<file path="config.mk">
export PLATFORM = sky130hd
export DESIGN_NAME = poly_mult_reduce_out
export DESIGN_NICKNAME = d
export VERILOG_FILES = /design/src/rtl/poly_mult_reduce_out.sv
export SDC_FILE = /design/constraint.sdc
export NUM_CORES = 1
export LEC_CHECK = 0
export ABC_AREA = 1
export CAP_MARGIN = 30
export CORE_MARGIN = 2
export CORE_UTILIZATION = 45
export DETAILED_ROUTE_END_ITERATION = 10
export PLACE_DENSITY = 0.76
export SETUP_SLACK_MARGIN = 0.1
export SYNTH_ARGS = -nofsm -noshare
export SYNTH_HDL_FRONTEND = slang
export SYNTH_SLANG_ARGS = --single-unit
</file>
<file path="constraint.sdc">
create_clock -name clk -period 3.1 [get_ports clk]
set_clock_uncertainty 0.15 [all_clocks]
set_input_delay 0.465 -clock clk [delete_from_list [all_inputs] [get_ports clk]]
set_output_delay 0.465 -clock clk [all_outputs]
set_load 0.005 [all_outputs]
</file>
<file path="src/rtl/poly_mult_reduce_out.sv">
// poly_mult_reduce_out
// Reads the 2N-bit product RAM of the poly_mult core one word at a time and
// folds it modulo x^N - 1 (reduced = lo ^ (hi >> N)). The N-bit result is
// packed four words per 128-bit beat onto a valid/ready stream.
//
// Optional build macro: POLY_RED_POPCOUNT_EN adds hw_o, the Hamming weight
// of the reduced polynomial. It is final from the done_o pulse until the
// next start.
//
// Ports:
//   clk, rst       clock, synchronous active-high reset
//   start_i        one-cycle pulse: the product RAM is complete
//   rd_dout_o      result RAM read enable
//   addr_result_o  result RAM word address
//   dout_i         result RAM read data, valid one cycle after rd_dout_o
//   out_data_o     packed beat; word k is in bits [32k+31:32k]
//   out_valid_o    beat valid
//   out_last_o     final beat
//   out_ready_i    downstream accept
//   busy_o         run in progress
//   done_o         one-cycle pulse after the last beat is accepted
//   hw_o           (POLY_RED_POPCOUNT_EN) popcount of the reduced polynomial
module poly_mult_reduce_out #(
  parameter int unsigned N          = 17669,
  parameter int unsigned RAMWIDTH   = 32,
  parameter int unsigned ADDR_WIDTH = 11,
  parameter int unsigned OUTW       = 128
) (
  input  logic                  clk,
  input  logic                  rst,
  input  logic                  start_i,
  output logic                  rd_dout_o,
  output logic [ADDR_WIDTH-1:0] addr_result_o,
  input  logic [RAMWIDTH-1:0]   dout_i,
  output logic [OUTW-1:0]       out_data_o,
  output logic                  out_valid_o,
  output logic                  out_last_o,
  input  logic                  out_ready_i,
  output logic                  busy_o,
  output logic                  done_o
`ifdef POLY_RED_POPCOUNT_EN
  ,
  output logic [14:0]           hw_o
`endif
);

  localparam int unsigned NW      = (N + RAMWIDTH - 1) / RAMWIDTH;
  localparam int unsigned HI_BASE = N / RAMWIDTH;
  localparam int unsigned S       = N % RAMWIDTH;
  localparam int unsigned IW      = $clog2(NW + 1);
  localparam int unsigned SLOTS   = OUTW / RAMWIDTH;
  localparam int unsigned SW      = $clog2(SLOTS);
  // Top reduced word only carries bits below N.
  localparam logic [RAMWIDTH-1:0] LAST_MASK =
    (S == 0) ? '1 : RAMWIDTH'((64'd1 << S) - 64'd1);

  typedef enum logic [2:0] {
    IDLE, PRIME, PRIME_W, RD_LO, RD_HI, CALC, EMIT, DONE
  } state_t;

  state_t                state;
  logic [IW-1:0]         idx;
  logic [RAMWIDTH-1:0]   lo;
  logic [RAMWIDTH-1:0]   prev;
  logic [2*RAMWIDTH-1:0] pair_c;
  logic [RAMWIDTH-1:0]   hi_al_c;
  logic [RAMWIDTH-1:0]   red_c;
  logic                  last_word_c;

  // Reduced word: high half realigned across the word boundary at bit N.
  always_comb begin
    last_word_c = (idx == IW'(NW - 1));
    pair_c      = {dout_i, prev};
    hi_al_c     = RAMWIDTH'(pair_c >> S);
    red_c       = (lo ^ hi_al_c) & (last_word_c ? LAST_MASK : '1);
  end

  // Reader / packer sequencer.
  always_ff @(posedge clk) begin
    if (rst) begin
      state         <= IDLE;
      idx           <= '0;
      lo            <= '0;
      prev          <= '0;
      rd_dout_o     <= 1'b0;
      addr_result_o <= '0;
      out_data_o    <= '0;
      out_valid_o   <= 1'b0;
      out_last_o    <= 1'b0;
      busy_o        <= 1'b0;
      done_o        <= 1'b0;
`ifdef POLY_RED_POPCOUNT_EN
      hw_o          <= '0;
`endif
    end else begin
      rd_dout_o <= 1'b0;
      done_o    <= 1'b0;
      case (state)
        IDLE: begin
          if (start_i) begin
            state         <= PRIME;
            idx           <= '0;
            out_data_o    <= '0;
            busy_o        <= 1'b1;
            rd_dout_o     <= 1'b1;
            addr_result_o <= ADDR_WIDTH'(HI_BASE);
`ifdef POLY_RED_POPCOUNT_EN
            hw_o          <= '0;
`endif
          end
        end
        PRIME: state <= PRIME_W;
        PRIME_W: begin
          prev          <= dout_i;
          state         <= RD_LO;
          rd_dout_o     <= 1'b1;
          addr_result_o <= ADDR_WIDTH'(idx);
        end
        RD_LO: begin
          state         <= RD_HI;
          rd_dout_o     <= 1'b1;
          addr_result_o <= ADDR_WIDTH'(HI_BASE + 1) + ADDR_WIDTH'(idx);
        end
        RD_HI: begin
          lo    <= dout_i;
          state <= CALC;
        end
        CALC: begin
          out_data_o[RAMWIDTH*int'(idx[SW-1:0]) +: RAMWIDTH] <= red_c;
          prev <= dout_i;
          idx  <= idx + IW'(1);
`ifdef POLY_RED_POPCOUNT_EN
          hw_o <= hw_o + 15'($countones(red_c));
`endif
          if (idx[SW-1:0] == SW'(SLOTS - 1) || last_word_c) begin
            state       <= EMIT;
            out_valid_o <= 1'b1;
            out_last_o  <= last_word_c;
          end else begin
            state         <= RD_LO;
            rd_dout_o     <= 1'b1;
            addr_result_o <= ADDR_WIDTH'(idx + IW'(1));
          end
        end
        EMIT: begin
          // Reader stays parked here until the beat is taken.
          if (out_ready_i) begin
            out_valid_o <= 1'b0;
            out_last_o  <= 1'b0;
            out_data_o  <= '0;
            if (out_last_o) begin
              state  <= DONE;
              done_o <= 1'b1;
              busy_o <= 1'b0;
            end else begin
              state         <= RD_LO;
              rd_dout_o     <= 1'b1;
              addr_result_o <= ADDR_WIDTH'(idx);
            end
          end
        end
        DONE: state <= IDLE;
        default: state <= IDLE;
      endcase
    end
  end

endmodule

</file>
==> metrics.txt, run 1 <==
clock buffer count from CTS 23; global-route wire length before repair 42570 µm; critical path arrival 2.86 ns; type of the worst setup path reg -> reg; number of setup violations in the final report 0; total negative slack for setup checks 0 ns; count of hold buffers inserted by post-cts repair 0; final net count 1443; final antenna-violating net count 0; part of the Yosys area used for sequential elements 47.32%; dominant delay contributor by cell family on the critical path buffers and inverters; count of inserted antenna diode cells 0; Inst Count DP 1643; DIE WIDTH 146.5 µm; critical path, cell by cell buf_4, ha_1, inv_1, nand3_2, nand2_1, inv_1, nor2_1, nor2_1; number of instances on the worst hold path 2; max-capacitance violation count 0; highest attainable clock frequency 0.3900 GHz; detailed-route via count 8816; port buffer count 179; final non-filler cell area 0.01181 mm²; count of yosys warnings during synthesis 0; Hold Worst Slack 0.1916 ns; Critical Path RT 3.39 ns; DR iter-0 viols 604; Pre-Repair DR Iteration Count 5; minimum period implied by the final worst setup slack 2.564 ns; power density cells 563.2 mW/mm²; CP Launch Point idx[0]; predominant post-synthesis flop cell sky130_fd_sc_hd__dfxtp_1; CP Max Fanout 62; Post-Syn Instances 1258; Clock Power Share 42.2%; peak supply drop 0.0004567 V; Tightest Pin Transition 0.9453 ns; P_leak 4.551 nW; busiest layer in global routing met1; share of async-settable or async-resettable flops after synthesis 0%; Sequential Power Share 44.8%; area enclosed by the die boundary 0.02146 mm²; final routed wirelength across all metal layers 27050 µm; latest clock arrival within the worst-skew pair 0.52 ns; run status finished clean; Via density 5.235; R2R Path End addr_result_o[0]; worst-case clock buffer depth 3; met1 track demand over resource 36.67%; Worst Setup Slack post-DPL 0.5661 ns; register-to-register setup slack 0.54 ns; total gr overflow 0; CP max-delay cell sky130_fd_sc_hd__buf_4; clock sink count 216; clock-pin slew on the worst setup and hold paths 0.06 ns; Seq cells post-synth 216; total nets after synthesis 1303; Placeable Area 0.02010 mm²; Cell Int Power 4.875 mW; top-level port count 180; start of the worst register-to-register path idx[0]; Worst Setup End Kind flip-flop; Post-synth EDFFs 0; path class of the lowest-slack min-delay path in -> reg; vias in the first global route 7935; delay of the slowest critical-path stage 0.53 ns; vertical die dimension 146.5 µm; Resized Gates After CTS 0; CTS tree built; startpoint kind of the worst setup timing path flip-flop; Hold Vio Cnt, Final 0; layout cell share with drive strength beyond 1 5.941%; GRT Overall Usage 24.33%; final worst slack 0.5360 ns; worst hold start rst; Slew Limit Headroom 36.74%; total number of H-tree levels 1; Period Utilization, post-route 82.71%; met3 Track Usage GR 3.844%; # rows 52; initial antenna violation count 0; CP bufs+invs 3; initial core utilization 45.46%; sink of the worst hold path out_data_o[115]; Finished Layout Cells 1684; depth of the worst register-to-register path 8; GR met2 Demand/Resource 36.01%; Mapped Avg Cell Area 7.265 µm²; placer congestion estimate 0.9193; P&R area growth vs syn 29.18%; count of final max-slew check failures 0; RSZ-0062 raised after global routing no; power dissipated by switching net loads 1.773 mW; mean routed wirelength per cell 16.07 µm; largest net degree at the start of global routing 81; Area after DPL 0.01102 mm²; number of remaining DRC errors 0; Final HPWL DP 18620 µm; CTS Root Buffer Type sky130_fd_sc_hd__clkbuf_16; post-CTS repair timing setup buffer count 0; number of distinct library cells after synthesis 37; area of the mapped netlist 0.009139 mm²; part of the total power dissipated in combinational logic 13.0%; switching power as a share of total power 26.67%
power groups by stage:
stage	logic (mW)	registers (mW)	clock network, mW
floorplan	0.541	3.03	0
finish	0.864	2.98	2.81
global route	0.955	2.99	2.95
global placement	0.848	3.04	0
detailed placement	0.855	3.04	0
CTS	0.859	2.98	2.84
cell families after synthesis:
kind of cell	after synthesis	synth area share, %
AO/OA/AOI/OAI	233	13.12
AND/OR/NAND/NOR	631	28.76
flip-flops	216	47.32
adder cells (fa/ha/maj)	9	1.232
XOR/XNOR	33	3.163
buffers and inverters	136	6.408
area by class of cell:
type                            instances  area, µm²
Timing Repair Buffer                  193       1914
Clock inverter                          9      121.4
Inverter                               58      217.7
Multi-Input combinational cell        906       4229
Clock buffer                           32      659.4
Fill cell                            1773       8299
Sequential cell                       216       4325
Tap cell                              270      337.8
routing by layer:
metal / routed length, µm / vias to the layer above
met5: 0 / -
met4: 701 / 0
met3: 2476 / 45
met2: 11610 / 398
met1: 12260 / 4057
li1: - / 4316
stage by stage:
stage	power, mW	utilization [%]
global route	6.896	58.72
floorplan	3.570	-
global placement	3.885	54.76
finish	6.648	58.72
detailed placement	3.893	54.84
CTS	6.672	58.72
worst register-to-register path, delay by kind of cell, from the launching register on:
family,cells,cell delay [ns]
buf+inv,3,0.91
simple gates,4,0.73
fa+ha+maj,1,0.39
flops,1,0.32
state kept, by name, indices dropped and copies added (netlist names):
signal,cells
out_valid_o,1
out_data_o,128
prev,27
busy_o,1
idx,10
rd_dout_o,1
lo,32
state,3
done_o,1
addr_result_o,11
out_last_o,1
layout by cell type, fill, tap and decap left out, types with 23 or more instances in the layout:
cell type                         instances
sky130_fd_sc_hd__a21oi_1                127
sky130_fd_sc_hd__dfxtp_1                215
sky130_fd_sc_hd__nand2_1                275
sky130_fd_sc_hd__nor2_1                 226
sky130_fd_sc_hd__inv_1                   48
sky130_fd_sc_hd__xor2_1                  30
sky130_fd_sc_hd__o21ai_0                 72
sky130_fd_sc_hd__o21ai_1                 24
sky130_fd_sc_hd__clkbuf_16               23
sky130_fd_sc_hd__clkdlybuf4s50_1        178
sky130_fd_sc_hd__nand3_1                 79
cells in the mapped netlist (all sizes together), types with 2 or more instances:
master | n | area share (%)
nand2 | 284 | 12
nor2 | 232 | 9.9
dfxtp | 216 | 47
a21oi | 127 | 7.0
o21ai | 97 | 5.4
nand3 | 81 | 4.5
inv | 56 | 2.3
clkbuf | 44 | 1.8
buf | 34 | 2.2
xor2 | 30 | 2.9
or2 | 16 | 1.1
ha | 9 | 1.2
nand4 | 8 | 0.55
nor3 | 8 | 0.49
xnor2 | 3 | 0.29
a211oi | 2 | 0.16
clkinv | 2 | 0.082
nand3b | 2 | 0.16
o211ai | 2 | 0.16
o22ai | 2 | 0.14
worst max path at each step:
| stage | endpoint | slack (ns) | cells after the start |
|---|---|---|---|
| 6_report | addr_result_o[0] | 0.54 | 8 |
| 5_1_grt | addr_result_o[0] | 0.31 | 8 |
| 4_1_cts | addr_result_o[0] | 0.51 | 8 |
| 3_5_place_dp | addr_result_o[0] | 0.57 | 8 |
| 3_3_place_gp | addr_result_o[0] | 0.55 | 8 |
| 2_1_floorplan | out_data_o[12] | 0.79 | 10 |
Power figures use the tool's default switching activity.
==> run 2, diff against run 1 <==
clock period = 2.6 ns   (was 3.1 ns; I/O delays follow)
==> run 2 against run 1 <==
Critical endpoint is now out_data_o[123]. Die area stayed put. Non-clock buffer count grew 12. Critical path depth is 2 higher. Final cell count increased by 0.65%. Largest power group unchanged. Critical path type unchanged. Sequential cell count unchanged. Fmax grew 13%.
==> metrics.txt, run 2 (same netlist as run 1, synthesis figures left out) <==
run status finished clean; DR iter-0 viols 817; Pre-Repair DR Iteration Count 5; CP bufs+invs 3; met3 Track Usage GR 3.188%; sink of the worst hold path out_data_o[14]; fill cell total of the finished layout 1797; Multi-input gate area 0.004243 mm²; count of inserted antenna diode cells 0; CTS tree built; Tightest Pin Transition 0.8963 ns; final worst slack 0.3283 ns; worst-case clock buffer depth 3; Worst path most repeated cell sky130_fd_sc_hd__nand3_1; clock-pin slew on the worst setup and hold paths 0.06 ns; CP Launch Point idx[0]; dominant delay contributor by cell family on the critical path simple AND/OR/NAND/NOR gates; total negative slack for setup checks 0 ns; initial core utilization 45.46%; critical path arrival 2.56 ns; start of the worst register-to-register path idx[0]; CP max-delay cell sky130_fd_sc_hd__dfxtp_4; global-route wire length before repair 42780 µm; post-CTS repair timing setup buffer count 0; register-to-register setup slack 0.33 ns; Final HPWL DP 18910 µm; # rows 52; CP Max Fanout 19; P&R area growth vs syn 31.08%; critical path, cell by cell clkinvlp_4, ha_1, inv_2, nor3_1, nand3_1, buf_4, nand2_1, nor2_1, nand3_1, a21oi_1; Inst Count DP 1655; path class of the lowest-slack min-delay path in -> reg; detailed-route via count 8862; Placeable Area 0.02010 mm²; power density cells 674.1 mW/mm²; GR met2 Demand/Resource 36.60%; Slew Limit Headroom 40.02%; clock buffer count from CTS 23; depth of the worst register-to-register path 10; RSZ-0062 raised after global routing no; flip-flop count of the largest register, all copies and words added 128; busiest layer in global routing met1; final net count 1455; count of final max-slew check failures 0; highest attainable clock frequency 0.4402 GHz; Worst Setup End Kind flip-flop; Finished Layout Cells 1695; total gr overflow 0; peak supply drop 0.0004791 V; number of remaining DRC errors 0; delay of the slowest critical-path stage 0.44 ns; biggest registers after layout out_data_o: 128 flops, lo: 32 flops, prev: 27 flops; Design Power 8.076 mW; layout cell share with drive strength beyond 1 6.596%; max-capacitance violation count 0; storage element area 0.004328 mm²; total number of H-tree levels 1; CTS Root Buffer Type sky130_fd_sc_hd__clkbuf_16; met1 track demand over resource 37.86%; P_leak 4.629 nW; latest clock arrival within the worst-skew pair 0.52 ns; number of instances on the worst hold path 3; R2R Path End out_data_o[123]; mean routed wirelength per cell 16.22 µm; minimum period implied by the final worst setup slack 2.272 ns; register ranked first by flip-flop count out_data_o; final antenna-violating net count 0; final routed wirelength across all metal layers 27490 µm; DIE WIDTH 146.5 µm; top-level port count 180; type of the worst setup path reg -> reg; largest net degree at the start of global routing 144; placer congestion estimate 0.8803; Hold Worst Slack 0.2986 ns; port buffer count 179; startpoint kind of the worst setup timing path flip-flop; initial antenna violation count 0; number of setup violations in the final report 0; Hold Vio Cnt, Final 0; vias in the first global route 7877; GRT Overall Usage 24.58%; leading cell type in the layout, fill and taps excluded sky130_fd_sc_hd__nand2_1; Critical Path RT 2.89 ns; most used cells in the layout excluding fill and tap cells sky130_fd_sc_hd__nand2_1, sky130_fd_sc_hd__nor2_1, sky130_fd_sc_hd__dfxtp_1; Period Utilization, post-route 87.37%; worst hold start rst; Via density 5.228; Worst Setup Slack post-DPL 0.2427 ns; clock sink count 216; vertical die dimension 146.5 µm; area enclosed by the die boundary 0.02146 mm²
## run 2: cell count changes in the layout (fill, tap and decap cells not counted), sizes merged
| cell | before | now |
|---|---|---|
| clkinv | 8 | 2 |
| clkinvlp | 0 | 2 |
| bufinv | 2 | 3 |
| buf | 15 | 27 |
| clkbuf | 32 | 34 |
## run 2: how the worst max path moves through the flow
stage                  endpoint  slack (ns)  cells past startpoint
2_1_floorplan    out_data_o[12]        0.29                     10
3_3_place_gp   addr_result_o[6]        0.30                      9
3_5_place_dp   addr_result_o[6]        0.24                      9
4_1_cts        addr_result_o[6]        0.24                      9
5_1_grt         out_data_o[123]        0.17                     10
6_report        out_data_o[123]        0.33                     10
## run 2: power breakdown
part,internal (mW),total (mW),switching [mW]
Sequential,3.46,3.56,0.100
Combinational,0.414,1.10,0.684
Clock,2.08,3.42,1.34
## run 2: layout make-up
type	instances	share of cell area, %
clock inverter	6	1.024
sequential	216	36.13
timing repair buffer	205	17.19
tap	270	2.820
clock buffer	34	5.567
multi-input combinational	906	35.42
inverter	58	1.849
## run 2: per-layer routing
layer,wire [µm],up-vias,share of wire [%]
li1,-,4350,-
met1,13120,4136,48
met2,12090,344,44
met3,1885,32,6.9
met4,403,0,1.5
met5,0,-,0
## run 2: timing repair
| item | CTS | global route |
|---|---|---|
| setup endpoints to repair | 0 | 20 |
| resized for setup | 0 | 4 |
| hold buffers | 0 | 0 |
## run 2: worst min-delay path, stage by stage
cell and delay [ns]:
sky130_fd_sc_hd__buf_4 0.13, sky130_fd_sc_hd__buf_12 0.25, sky130_fd_sc_hd__nor2_1 0.15
## run 2: through the flow
| step | utilization (%) | area, µm² |
|---|---|---|
| 2_1_floorplan | - | 9139 |
| 3_3_place_gp | 55.56 | 11170 |
| 3_5_place_dp | 55.56 | 11170 |
| 4_1_cts | 59.48 | 11960 |
| 5_1_grt | 59.58 | 11980 |
| 6_report | 59.58 | 11980 |
==> run 3, diff against run 2 <==
SETUP_SLACK_MARGIN = 0.5   (was 0.1)
clock period = 2.5 ns   (was 2.6 ns; I/O delays follow)
==> run 3 against run 2 <==
Worst setup slack improved by 0.083 ns. Die area unchanged. Final cell count grew 2.5%. Clock power decreased by 7.0%. Critical path depth down 2. Global-route usage rose by 0.54 points. Critical path type unchanged. Largest cell class is now multi-input gates.
==> metrics.txt, run 3 (same netlist as run 1, synthesis figures left out) <==
layout cell share with drive strength beyond 1 13.70%; initial core utilization 45.46%; run status finished clean; sink of the worst hold path out_data_o[25]; CP Max Fanout 8; Tightest Pin Transition 0.6921 ns; CP bufs+invs 3; startpoint kind of the worst setup timing path flip-flop; P&R area growth vs syn 40.28%; number of remaining DRC errors 0; initial antenna violation count 1; minimum period implied by the final worst setup slack 2.089 ns; final routed wirelength across all metal layers 30030 µm; # rows 52; largest net degree at the start of global routing 144; clock buffer count from CTS 23; register-to-register setup slack 0.41 ns; vias in the first global route 8232; count of final max-slew check failures 0; CTS tree built; Final HPWL DP 18950 µm; GRT Overall Usage 25.12%; number of setup violations in the final report 0; vertical die dimension 146.5 µm; Worst Setup End Kind flip-flop; clock-pin slew on the worst setup and hold paths 0.06 ns; depth of the worst register-to-register path 8; CP max-delay cell sky130_fd_sc_hd__dfxtp_4; switching power as a share of total power 27.18%; Worst Setup Slack post-DPL 0.2075 ns; placer congestion estimate 0.9338; storage element area 0.004340 mm²; path class of the lowest-slack min-delay path in -> reg; Placeable Area 0.02010 mm²; total negative slack for setup checks 0 ns; clock sink count 216; biggest registers after layout out_data_o: 128 flops, lo: 32 flops, prev: 27 flops; flip-flop count of the largest register, all copies and words added 128; DIE WIDTH 146.5 µm; part of the total power dissipated in combinational logic 16.2%; RSZ-0062 raised after global routing yes; dominant delay contributor by cell family on the critical path simple AND/OR/NAND/NOR gates; R2R Path End out_data_o[11]; total number of H-tree levels 1; peak supply drop 0.0004437 V; power density cells 640.3 mW/mm²; final worst slack 0.4108 ns; final antenna-violating net count 0; leading cell type in the layout, fill and taps excluded sky130_fd_sc_hd__nand2_1; Critical Path RT 2.76 ns; Pre-Repair DR Iteration Count 5; power dissipated by switching net loads 2.231 mW; total gr overflow 0; number of instances on the worst hold path 3; final net count 1497; start of the worst register-to-register path idx[1]; Clock Power Share 38.7%; area enclosed by the die boundary 0.02146 mm²; max-capacitance violation count 0; fill cell total of the finished layout 1720; mean routed wirelength per cell 17.28 µm; most used cells in the layout excluding fill and tap cells sky130_fd_sc_hd__nand2_1, sky130_fd_sc_hd__dfxtp_1, sky130_fd_sc_hd__nor2_1; CTS Root Buffer Type sky130_fd_sc_hd__clkbuf_16; Via density 5.388; top-level port count 180; latest clock arrival within the worst-skew pair 0.49 ns; Slew Limit Headroom 53.53%; critical path, cell by cell inv_4, buf_6, ha_4, nor3_4, nand3_4, clkbuf_16, or2_0, a21oi_1; Cell Int Power 5.978 mW; Sequential Power Share 45.1%; critical path arrival 2.35 ns; P_leak 4.916 nW; Multi-input gate area 0.004649 mm²; Period Utilization, post-route 83.57%; register ranked first by flip-flop count out_data_o; DR iter-0 viols 865; type of the worst setup path reg -> reg; port buffer count 179; delay of the slowest critical-path stage 0.36 ns; global-route wire length before repair 43860 µm; worst hold start rst; Hold Vio Cnt, Final 0; detailed-route via count 9365; highest attainable clock frequency 0.4787 GHz; worst-case clock buffer depth 3
-- run 3: how the worst max path moves through the flow --
| stage | slack [ns] | cells past startpoint | from | to |
|---|---|---|---|---|
| final | 0.41 | 8 | idx[1] | out_data_o[11] |
| after global routing | 0.37 | 8 | idx[1] | out_data_o[11] |
| after CTS | 0.48 | 9 | idx[0] | out_data_o[15] |
| after detailed placement | 0.21 | 9 | state[0] | addr_result_o[0] |
| after global placement | 0.27 | 9 | state[0] | addr_result_o[3] |
| after floorplan | 0.50 | 12 | idx[0] | addr_result_o[7] |
-- run 3: per-layer routing --
layer,vias up,part of all wire [%],track usage (%)
li1,4444,-,-
met1,4378,42,36.32
met2,492,47,39.76
met3,51,8.8,3.250
met4,0,2.3,6.650
met5,-,0,0
-- run 3: final cells by class --
cell class	count	share of cell area (%)
diodes	1	0.01952
clock buffers	36	5.339
clock inverters	4	0.1854
inverters	58	1.815
multi-input cells	910	36.27
flip-flops and latches	216	33.86
well taps	270	2.635
repair buffers	243	19.88
-- run 3: power groups by stage --
stage / logic (mW) / clock network [mW] / registers (mW)
after global placement: 1.07 / 0 / 3.77
after CTS: 1.15 / 3.22 / 3.70
after detailed placement: 1.09 / 0 / 3.77
final: 1.33 / 3.18 / 3.70
after global routing: 1.42 / 3.36 / 3.72
after floorplan: 0.675 / 0 / 3.76
-- run 3: tightest hold or removal path, stage by stage --
cell                     delay [ns]
sky130_fd_sc_hd__buf_4         0.12
sky130_fd_sc_hd__buf_12        0.22
sky130_fd_sc_hd__nor2_1        0.15
-- run 3: stage by stage --
stage | instance area [µm²] | total power [mW] | util, % | cells | hold slack [ns]
2_1_floorplan | 9165 | 4.432 | - | 1258 | 0.3053
3_5_place_dp | 11210 | 4.857 | 55.74 | 1654 | 0.3014
3_3_place_gp | 11210 | 4.839 | 55.74 | 1654 | 0.2976
6_report | 12820 | 8.209 | 63.77 | 1738 | 0.2652
5_1_grt | 12820 | 8.501 | 63.77 | 1738 | 0.3256
4_1_cts | 12270 | 8.061 | 61.02 | 1709 | 0.3118
-- run 3: what timing repair did --
item / in CTS / in global routing
pin swaps: 4 / 40
resized for setup: 47 / 70
setup endpoints to repair: 145 / 173
buffers inserted: 13 / 21
hold buffers: 0 / 0
cloned: 2 / 7
